[src/rtl/mux_rr_nto1.sv]
// mux_rr_nto1: N-to-1 registered multiplexer with two selection modes.
//   mode=0: direct select by 'sel', qualified by 'in_valid'.
//   mode=1: round-robin arbitration over 'req', starting the search at ptr.
// The output stage is a single register with valid/ready handshaking.
//
// Handshake: a word is transferred downstream on every rising edge where
// out_valid=1 and out_ready=1. A new word is captured (load) whenever a
// candidate is present and the output register is empty or being drained
// in the same cycle. While out_valid=1 and out_ready=0 the output word is
// held and no grant is issued. 'grant' is the combinational one-hot of the
// channel captured at the coming edge, so a channel is consumed exactly in
// a cycle in which its grant bit is high.
module mux_rr_nto1 #(
  parameter int WIDTH = 3,
  parameter int N     = 8,
  parameter int SELW  = 3
) (
  input  logic               clk,
  input  logic               reset_n,
  input  logic [N*WIDTH-1:0] data_in,
  input  logic [N-1:0]       req,
  input  logic               mode,
  input  logic [SELW-1:0]    sel,
  input  logic               in_valid,
  input  logic               out_ready,
  output logic [WIDTH-1:0]   out,
  output logic               out_valid,
  output logic [SELW-1:0]    out_src,
  output logic [N-1:0]       grant
);

  // Registered state.
  logic [WIDTH-1:0] out_q,       out_d;
  logic             out_valid_q, out_valid_d;
  logic [SELW-1:0]  out_src_q,   out_src_d;
  logic [SELW-1:0]  ptr_q,       ptr_d;

  // Selection datapath.
  logic [2*N-1:0]   req_rot;
  logic             rr_found;
  logic [SELW-1:0]  rr_idx;
  logic [SELW-1:0]  dir_idx;
  logic [SELW-1:0]  sel_idx;
  logic [WIDTH-1:0] sel_data;
  logic             cand;
  logic             load;
  logic [N-1:0]     grant_d;

  // (base + off) mod N, for base in 0..N-1 and off in 0..N.
  function automatic logic [SELW-1:0] wrap_add(input logic [SELW-1:0] base, input int off);
    int s;
    s = int'(base) + off;
    if (s >= N) s = s - N;
    return SELW'(s);
  endfunction

  // Rotate requests so that bit 0 corresponds to channel ptr.
  assign req_rot = {req, req} >> ptr_q;

  // Round-robin search: first request at ptr, ptr+1, ... with wrap-around.
  always_comb begin
    rr_found = 1'b0;
    rr_idx   = '0;
    for (int k = 0; k < N; k++) begin
      if (!rr_found && req_rot[k]) begin
        rr_found = 1'b1;
        rr_idx   = wrap_add(ptr_q, k);
      end
    end
  end

  // Direct select: out-of-range indices fall back to channel 0.
  always_comb begin
    dir_idx = '0;
    if (int'(sel) < N) dir_idx = sel;
  end

  // Mode-dependent candidate, selected index, and load condition.
  always_comb begin
    sel_idx = mode ? rr_idx : dir_idx;
    cand    = mode ? rr_found : in_valid;
    load    = cand && (!out_valid_q || out_ready);
  end

  // Data mux over channels using constant slices.
  always_comb begin
    sel_data = '0;
    for (int k = 0; k < N; k++) begin
      if (SELW'(k) == sel_idx) sel_data = data_in[k*WIDTH +: WIDTH];
    end
  end

  // Grant is suppressed while reset is asserted.
  always_comb begin
    grant_d = '0;
    if (load && reset_n) grant_d = N'(1) << sel_idx;
  end

  // Next-state for the output register and the round-robin pointer.
  always_comb begin
    out_d       = out_q;
    out_valid_d = out_valid_q;
    out_src_d   = out_src_q;
    ptr_d       = ptr_q;
    if (load) begin
      out_d       = sel_data;
      out_src_d   = sel_idx;
      out_valid_d = 1'b1;
      if (mode) ptr_d = wrap_add(sel_idx, 1);
    end else if (out_valid_q && out_ready) begin
      out_valid_d = 1'b0;
    end
  end

  // State register with asynchronous active-low reset.
  always_ff @(posedge clk or negedge reset_n) begin
    if (!reset_n) begin
      out_q       <= '0;
      out_valid_q <= 1'b0;
      out_src_q   <= '0;
      ptr_q       <= '0;
    end else begin
      out_q       <= out_d;
      out_valid_q <= out_valid_d;
      out_src_q   <= out_src_d;
      ptr_q       <= ptr_d;
    end
  end

  assign out       = out_q;
  assign out_valid = out_valid_q;
  assign out_src   = out_src_q;
  assign grant     = grant_d;

endmodule

[config.mk]
export PLATFORM = sky130hd
export DESIGN_NAME = mux_rr_nto1
export DESIGN_NICKNAME = d
export VERILOG_FILES = /design/src/rtl/mux_rr_nto1.sv
export SDC_FILE = /design/constraint.sdc
export NUM_CORES = 1
export LEC_CHECK = 0
export CAP_MARGIN = 20
export CORE_MARGIN = 4
export CORE_UTILIZATION = 35
export DETAILED_ROUTE_END_ITERATION = 8
export HOLD_SLACK_MARGIN = 0.02
export PLACE_DENSITY_LB_ADDON = 0.25
export SLEW_MARGIN = 20
export SYNTH_ARGS = -nofsm -noshare
export SYNTH_HDL_FRONTEND = slang
export SYNTH_SLANG_ARGS = --single-unit
[constraint.sdc]
create_clock -name clk -period 7.31 [get_ports clk]
set_input_delay 1.462 -clock clk [delete_from_list [all_inputs] [get_ports clk]]
set_output_delay 1.462 -clock clk [all_outputs]
set_load 0.01 [all_outputs]
Word-level counts from Yosys, hierarchy flattened
Cells that the tools add are included.
- input port bits: 40
- logic and storage cells: 99
- output and inout bits: 15
- register bits after elaboration: 10
- order comparisons: 9
- equality and inequality tests: 7
- reduce and logical (&&, ||, !) cells: 22
- mux-type cells: 38
- add/sub/neg operators: 17
- shift-type cells: 2
- operators by type and width (operator ; number):
    3-bit 2-to-1 mux ; 26
    4-bit >= comparator, second input constant ; 8
    3-bit by 1-bit subtractor with 3-bit output, second input constant ; 9
    3-bit by 3-bit adder with 4-bit output, second input constant ; 4
    16-bit by 3-bit >> shifter with 8-bit output ; 1
    3-bit == test, first input constant ; 4
    1-bit 2-to-1 mux ; 11
    1-bit logical AND ; 10
    3-bit by 1-bit adder with 4-bit output, second input constant ; 2
    3-bit by 2-bit adder with 4-bit output, second input constant ; 2
    1-bit zero test ; 8
    8-bit 2-to-1 mux ; 1
    1-bit by 3-bit left shift with 8-bit output, first input constant ; 1
    2-bit by 3-bit == test with 1-bit output, first input constant ; 2
    3-bit by 4-bit >= comparator with 1-bit output, second input constant ; 1
    1-bit by 3-bit == test with 1-bit output, first input constant ; 1
    3-bit zero test ; 1
    2-bit AND reduction ; 1
    2-bit nonzero test ; 1
    1-bit logical OR ; 1

Longest topological paths before layout
Gate-level depths: netlist of run 1.
- word-level depth: 33
- depth in mapped cells: 20
- mapped depth without buffers: 17

Least setup slack after synthesis of run 1
Ideal clock, no wire load.
- kind: in2out
- start: input req[2]
- end: output grant[3]
- path slack: 1606 ps
- arrival: 4242 ps
- stages: 11
- path buffers: 0
- cell sequence: mux4_2 -> mux2_2 -> nor3_1 -> nor2b_1 -> or4_1 -> o211ai_1 -> a21boi_0 -> inv_1 -> ha_1 -> ha_1 -> and3_1
- elaborated cells on any way between the ends: 37
- RTL lines (item ; line ; source):
    start, declared ; 21 ; input logic [N-1:0] req,
    16-bit by 3-bit >> shifter with 8-bit output (*) ; 58 ; assign req_rot = {req, req} >> ptr_q;
    1-bit 2-to-1 mux ; 65 ; if (!rr_found && req_rot[k]) begin
    1-bit zero test ; 65 ;
    1-bit logical AND ; 65 ;
    1-bit 2-to-1 mux ; 65 ;
    1-bit zero test ; 65 ;
    1-bit logical AND ; 65 ;
    1-bit 2-to-1 mux ; 65 ;
    [11 not listed] ; n/a ;
    1-bit 2-to-1 mux ; 65 ;
    1-bit zero test ; 65 ;
    1-bit logical AND ; 65 ;
    3-bit 2-to-1 mux (*) ; 65 ;
    3-bit 2-to-1 mux (*) ; 80 ; sel_idx = mode ? rr_idx : dir_idx;
    via sel_idx[0] ; 43 ; logic [SELW-1:0] sel_idx;
    1-bit by 3-bit left shift with 8-bit output (*) ; 96 ; if (load && reset_n) grant_d = N'(1) << sel_idx;
    8-bit 2-to-1 mux (*) ; 96 ;
    end, declared ; 29 ; output logic [N-1:0] grant
Mark *: on every way through the listed nets, which the timed path passes. The rest lies on a longest branch.

Worst setup path in the final report of run 1
- start: input req[0]
- end: output grant[2]
The elaborated chain is that of the path after synthesis.

==> key figures, run 1 <==
Status
  • Status: complete, no violations

Detailed routing
  • Via count: 1722
  • Final antenna-violating net count: 0
  • First-pass DRT Iterations: 4
  • DR WL/cell: 16.36 microns
  • WL final: 4.907 mm
  • Initial drt markers: 85
  • DRC: 0
  • Via/cell ratio: 5.740

Synthesis
  • Synth cell types: 50
  • Ys flop type: dfrtp_1
  • Yosys warns: 0
  • Sequential share of the synthesized area: 0.1506
  • Cells after synthesis: 195
  • FFs w/ async S/R, synth: 1.000
  • Post-synthesis register bit count: 10
  • Mapped Nets: 243
  • EDFF count, synth: 0
  • Synth Cell Area: 1662 sq um
  • Post-Syn Area per Cell: 8.521 sq um

Worst setup path
  • Worst Setup End Kind: output pin
  • Worst reg2reg path depth: 17
  • Crit. Startpoint: req[0]
  • Critical Path RT: 5.85 ns
  • Critical path data arrival time: 5.59 ns
  • Kind of critical path: in -> out
  • Reg-to-reg startpoint: ptr_q[0]
  • R2R Setup Slk: 2.06 ns
  • R2r endpoint: out[1]
  • Critical path fanouts, max: 8
  • CP Launch Type: input port
  • Worst setup path end: grant[2]

Cells and area
  • ANT cells: 0
  • P&R area growth vs syn: 38.86%
  • Fin cells: 300
  • Cell area after layout: 2307 sq um
  • Most frequent cells in the layout: clkdlybuf4s50_1 (54), nand2_1 (17), inv_1 (14)
  • Fill cells: 408
  • Layout cells sized above 1: 0.1210
  • Register Area: 250.2 sq um
  • Footprint of the multi-input gates: 1313 sq um
  • Total Nets Final: 298
  • Most common cell after layout, fill and taps aside: clkdlybuf4s50_1

Place
  • Placed cell count: 297
  • Pre-CTS setup slack: 0.08866 ns
  • Final HPWL DP: 3.913 mm
  • Port Buf Inserts: 54
  • GPL Wtd Cong: 0.9017
  • Post-DP Area: 2258 sq um

Die
  • DIE WIDTH: 76.90 microns
  • Die Ht: 76.90 microns
  • Rows: 24
  • Core box area: 4474 sq um
  • Full die area: 5914 sq um
  • Starting Density: 0.3714
  • Total I/O pin count: 55

Clock tree
  • Clock Pin Slew Worst Setup and Hold Paths: 0.05 ns
  • Longest Clk Path Bufs: 2
  • Clk sinks: 10
  • CTS tree: done
  • CTS root buffer: clkbuf_8
  • Clk_lat worst skew: 0.24 ns
  • Cts hold-fix bufs: 0
  • Post-cts resize count: 0
  • H-tree depth: 1
  • CTS Buf Count: 3
  • # Post-CTS Setup Buffers: 0

Global routing
  • Vias in the first global route: 1661
  • Overall Global Routing Usage: 0.1676
  • Remaining Overflow, GRT: 0
  • Initial antenna violation count: 0
  • Pin count of the biggest net entering global routing: 26
  • First-pass GRT wire length: 8.204 mm

Power
  • Sw frac: 0.4725
  • Power share of the sequential group: 0.178
  • Combinational share of power: 0.752
  • PwrDens: 354.5 nW/um^2
  • Switching power: 0.3865 mW
  • Leak pwr: 0.9345 nW
  • Internal: 0.4314 mW
  • Worst VDD drop: 0.0003452 V
  • Clock share of power: 0.070

Min path
  • Worst Hold Class: reg -> reg
  • Worst Hold Depth: 2

STA
  • Measured slew at the worst slew-check pin: 1.006 ns
  • Final Hold Viols: 0
  • FMAX: 141.8 MHz
  • Rel. slew slack: 0.3291
  • Unrepaired setup endpoints after global routing: no
  • Tmin final: 7.051 ns
  • Clock Skew: 0.006559 ns
  • Setup Viol. Count Final: 0
  • Fin worst setup slack: 0.2586 ns
  • Period utilization: 0.9646
  • Max Slew Vio Count: 0

Job
  • Max-cap violations: 0
[flip-flops by register name (all words and copies together), names as in the netlist]
register / flops
out: 3
out_src: 3
ptr_q: 3
out_valid: 1
[worst min-delay path by stage]
stage	startpoint	to	slack [ns]
2_1_floorplan	out_src[0]	out_src[0]	0.52
3_3_place_gp	out_src[2]	out_src[2]	0.47
3_5_place_dp	out_src[2]	out_src[2]	0.48
4_1_cts	out_src[2]	out_src[2]	0.49
5_1_grt	out_src[0]	out_src[0]	0.53
6_report	out_src[2]	out_src[2]	0.49
[metrics by stage]
stage / total power [mW] / setup TNS [ns] / hold slack, ns / util
3_3_place_gp: 0.7572 / -0.01078 / 0.4657 / 0.5048
3_5_place_dp: 0.7526 / 0 / 0.4770 / 0.5048
5_1_grt: 0.8982 / 0 / 0.5291 / 0.5157
6_report: 0.8179 / 0 / 0.4851 / 0.5157
2_1_floorplan: 0.5865 / 0 / 0.5162 / -
4_1_cts: 0.8149 / 0 / 0.4881 / 0.5140
[synthesized netlist by cell type (2+ instances only)]
cell	count	area, sq um
a22oi_1	3	22.52
buf_6	2	22.52
nand3_1	2	10.01
a2111oi_0	3	26.28
nor4_1	4	25.02
nand2b_1	6	37.54
ha_1	8	100.1
mux2i_1	10	100.1
a31oi_1	2	12.51
a21boi_0	2	15.01
nor3_1	7	35.03
and3_1	2	12.51
and2_1	6	37.54
mux4_1	2	52.55
nor2_2	2	12.51
dfrtp_1	10	250.2
nor2_1	11	41.29
a221o_1	3	30.03
nand2_1	17	63.81
inv_1	14	52.55
a21oi_1	10	50.05
mux2_2	5	56.30
a211oi_1	2	15.01
o22ai_1	2	12.51
o21ai_0	12	60.06
clkbuf_1	6	22.52
mux4_2	9	202.7
o221ai_1	2	17.52
nor2b_1	9	56.30
or4_1	2	15.01
[final cells by class]
cell class                 count  share of cell area
multi-input combinational    161              0.5689
timing repair buffer          60              0.2538
sequential                    10              0.1085
tap                           52             0.02820
inverter                      14             0.02278
clock buffer                   3             0.01790
[critical path, cell delays in order]
cell	delay (ns)
clkdlybuf4s50_1	0.53
mux4_2	0.55
or4_1	0.53
or3_4	0.37
nor2_2	0.21
nor3_1	0.08
a31oi_1	0.17
a211oi_1	0.06
a21oi_1	0.29
ha_1	0.35
inv_1	0.19
nor3_1	0.23
clkdlybuf4s50_1	0.57
[power by group through the flow]
stage	Sequential (mW)	Combinational, mW	Clock (mW)
after detailed placement	0.146	0.607	0
after CTS	0.144	0.612	0.0588
after global routing	0.155	0.682	0.0611
final	0.145	0.615	0.0576
after floorplan	0.100	0.486	0
after global placement	0.145	0.612	0
[kinds of logic (layout without fill, tap and decap cells)]
| group | after synthesis | in the layout | share of synthesized area |
|---|---|---|---|
| buffers and inverters | 24 | 77 | 0.06400 |
| AOI/OAI and AO/OA | 52 | 52 | 0.2229 |
| xor gates and xnor gates | 2 | 2 | 0.01054 |
| and+or+nand+nor | 72 | 72 | 0.2349 |
| adders and majority gates | 8 | 8 | 0.06024 |
| DFF | 10 | 10 | 0.1506 |
| muxes | 27 | 27 | 0.2568 |
[per-layer routing]
metal	vias to the layer above	global-route usage	share of wire
met5	-	0	0
met4	0	0.005435	0.0043
met3	2	0.04684	0.059
met2	58	0.2674	0.46
met1	813	0.2370	0.48
li1	849	-	-
(Power assumes the default switching activity.)
==> run 2, diff against run 1 <==
--- a/config.mk
+++ b/config.mk
@@ -10,7 +10,6 @@
 export CORE_UTILIZATION = 35
 export DETAILED_ROUTE_END_ITERATION = 8
 export HOLD_SLACK_MARGIN = 0.02
-export PLACE_DENSITY_LB_ADDON = 0.25
 export SLEW_MARGIN = 20
 export SYNTH_ARGS = -nofsm -noshare
 export SYNTH_HDL_FRONTEND = slang
==> run 2 against run 1 <==
Effect of this change: register-to-register slack about the same; via count increased by 0.87%; sequential power barely moved; clock skew fell by 0.0028 ns; count of clock-buffer cells in the layout did not move; die area unchanged; total power rose by 1.3%; maximum frequency increased by 0.22%.
==> key figures, run 2 (same netlist as run 1, synthesis figures left out) <==
STA
  • Final Hold Viols: 0 (unchanged)
  • Unrepaired setup endpoints after global routing: no
  • Max Slew Vio Count: 0 (unchanged)
  • Fin Setup TNS: 0 ns (unchanged)
  • Rel. slew slack: 0.3382 (+0.009079)
  • Tmin final: 7.036 ns (-0.01574 ns)
  • FMAX: 142.1 MHz (+0.22%)
  • Clock Skew: 0.003794 ns (-0.002765 ns)
  • Fin worst setup slack: 0.2743 ns (+0.01574 ns)
  • Measured slew at the worst slew-check pin: 0.9927 ns (-0.01362 ns)
  • Period utilization: 0.9625 (-0.002153)
  • Setup Viol. Count Final: 0 (unchanged)

Cells and area
  • Cell area after layout: 2307 sq um (unchanged)
  • ANT cells: 0 (unchanged)
  • Fill cells: 427 (+4.7%)
  • Register Area: 250.2 sq um (unchanged)
  • Most frequent cells in the layout: clkdlybuf4s50_1 (54), nand2_1 (17), inv_1 (14)
  • Total Nets Final: 299 (+0.34%)
  • Most common cell after layout, fill and taps aside: clkdlybuf4s50_1
  • Layout cells sized above 1: 0.1205 (-0.0004858)
  • P&R area growth vs syn: 38.86% (unchanged)
  • Footprint of the multi-input gates: 1305 sq um (-0.57%)

Clock tree
  • CTS Buf Count: 3 (unchanged)
  • Cts hold-fix bufs: 0 (unchanged)
  • CTS tree: done
  • Clk_lat worst skew: 0.23 ns (about the same)
  • Longest Clk Path Bufs: 2 (unchanged)
  • # Post-CTS Setup Buffers: 0 (unchanged)
  • Post-cts resize count: 0 (unchanged)
  • CTS root buffer: clkbuf_8
  • Clk sinks: 10 (unchanged)
  • Clock Pin Slew Worst Setup and Hold Paths: 0.05 ns (about the same)
  • H-tree depth: 1 (unchanged)

Detailed routing
  • First-pass DRT Iterations: 4 (unchanged)
  • Final antenna-violating net count: 0 (unchanged)
  • WL final: 5.082 mm (+3.6%)
  • DR WL/cell: 16.88 microns (+3.2%)
  • DRC: 0 (unchanged)
  • Via count: 1737 (+0.87%)
  • Via/cell ratio: 5.771 (+0.54%)
  • Initial drt markers: 86 (+1.2%)

Worst setup path
  • Critical Path RT: 5.85 ns (about the same)
  • Worst Setup End Kind: output pin
  • R2r endpoint: out[1]
  • Crit. Startpoint: req[4]
  • Max incr delay on CP: 0.74 ns (+0.17 ns)
  • CP Launch Type: input port
  • R2R Setup Slk: 2.06 ns (about the same)
  • Reg-to-reg startpoint: ptr_q[0]
  • Kind of critical path: in -> out
  • Worst setup path end: grant[3]
  • Worst reg2reg path depth: 16 (-1)
  • Critical path data arrival time: 5.57 ns (-0.02 ns)
  • CP Cell Sequence: clkdlybuf4s50_1 -> nor2b_1 -> a2111oi_0 -> nor4_1 -> nor4_1 -> or4_1 -> o211ai_1 -> a21boi_1 -> inv_1 -> ha_1 -> ha_1 -> and3_1 -> clkdlybuf4s50_1
  • CP max stage cell: nor4_1
  • Critical path fanouts, max: 8 (unchanged)

Global routing
  • Initial antenna violation count: 0 (unchanged)
  • Pin count of the biggest net entering global routing: 26 (unchanged)
  • Overall Global Routing Usage: 0.1727 (+0.005106)
  • First-pass GRT wire length: 8.376 mm (+2.1%)
  • Remaining Overflow, GRT: 0 (unchanged)
  • Vias in the first global route: 1706 (+2.7%)

Power
  • Internal: 0.4348 mW (+0.78%)
  • PwrDens: 359.0 nW/um^2 (+1.3%)
  • Worst VDD drop: 0.0002128 V (-38%)
  • Clock share of power: 0.067 (-0.003)
  • Combinational share of power: 0.755 (+0.003)
  • Leak pwr: 0.9383 nW (+0.40%)
  • Switching power: 0.3935 mW (+1.8%)
  • Sw frac: 0.4751 (+0.002586)
  • Overall power: 0.8283 mW (+1.3%)
  • Power share of the sequential group: 0.177 (about the same)

Die
  • Die Ht: 76.90 microns (unchanged)
  • Rows: 24 (unchanged)
  • Core box area: 4474 sq um (unchanged)
  • Full die area: 5914 sq um (unchanged)
  • Total I/O pin count: 55 (unchanged)
  • Starting Density: 0.3714 (unchanged)
  • DIE WIDTH: 76.90 microns (unchanged)

Place
  • Post-DP Area: 2266 sq um (+0.33%)
  • GPL Wtd Cong: 0.8749 (-3.0%)
  • Pre-CTS setup slack: 0.1109 ns (+0.02223 ns)
  • Port Buf Inserts: 54 (unchanged)
  • Final HPWL DP: 4.076 mm (+4.2%)

Min path
  • Worst Hold Class: reg -> reg
  • Hold path start: out_src[2]

Status
  • Status: complete, no violations

Job
  • Max-cap violations: 0 (unchanged)
-- run 2: worst min-delay path by stage --
stage / to / cells past startpoint
CTS: out_src[2] / 2
global route: out[1] / 1
global placement: out_src[0] / 2
finish: out_src[2] / 2
floorplan: out_src[0] / 2
detailed placement: out_src[2] / 2
-- run 2: final cells by class --
type / instances / area share
clock buffers: 3 / 0.01790
repair buffers: 61 / 0.2571
multi-input cells: 161 / 0.5656
well taps: 52 / 0.02820
flip-flops and latches: 10 / 0.1085
inverters: 14 / 0.02278
-- run 2: power by group through the flow --
stage / Sequential, mW / Clock [mW] / Combinational [mW]
CTS: 0.146 / 0.0579 / 0.624
floorplan: 0.100 / 0 / 0.486
global placement: 0.146 / 0 / 0.630
detailed placement: 0.147 / 0 / 0.621
global route: 0.156 / 0.0619 / 0.688
finish: 0.147 / 0.0558 / 0.626
-- run 2: critical path, delay by kind of cell --
kind	cells	cell delay [ns]
compound gates	3	0.65
buf+inv	3	1.23
simple gates	5	1.75
fa+ha+maj	2	0.47
-- run 2: per-stage QoR --
step | cells | hold slack, ns | utilization
after floorplan | 195 | 0.5162 | -
after global placement | 298 | 0.4688 | 0.5064
after detailed placement | 298 | 0.4857 | 0.5064
after CTS | 301 | 0.4966 | 0.5157
after global routing | 301 | 0.5288 | 0.5157
final | 301 | 0.4874 | 0.5157
-- run 2: metal layers --
layer,track usage,vias to the layer above,share of wire
met1,0.2442,818,0.47
met5,0,-,0
li1,-,850,-
met2,0.2631,63,0.45
met3,0.04801,6,0.069
met4,0.03261,0,0.0094
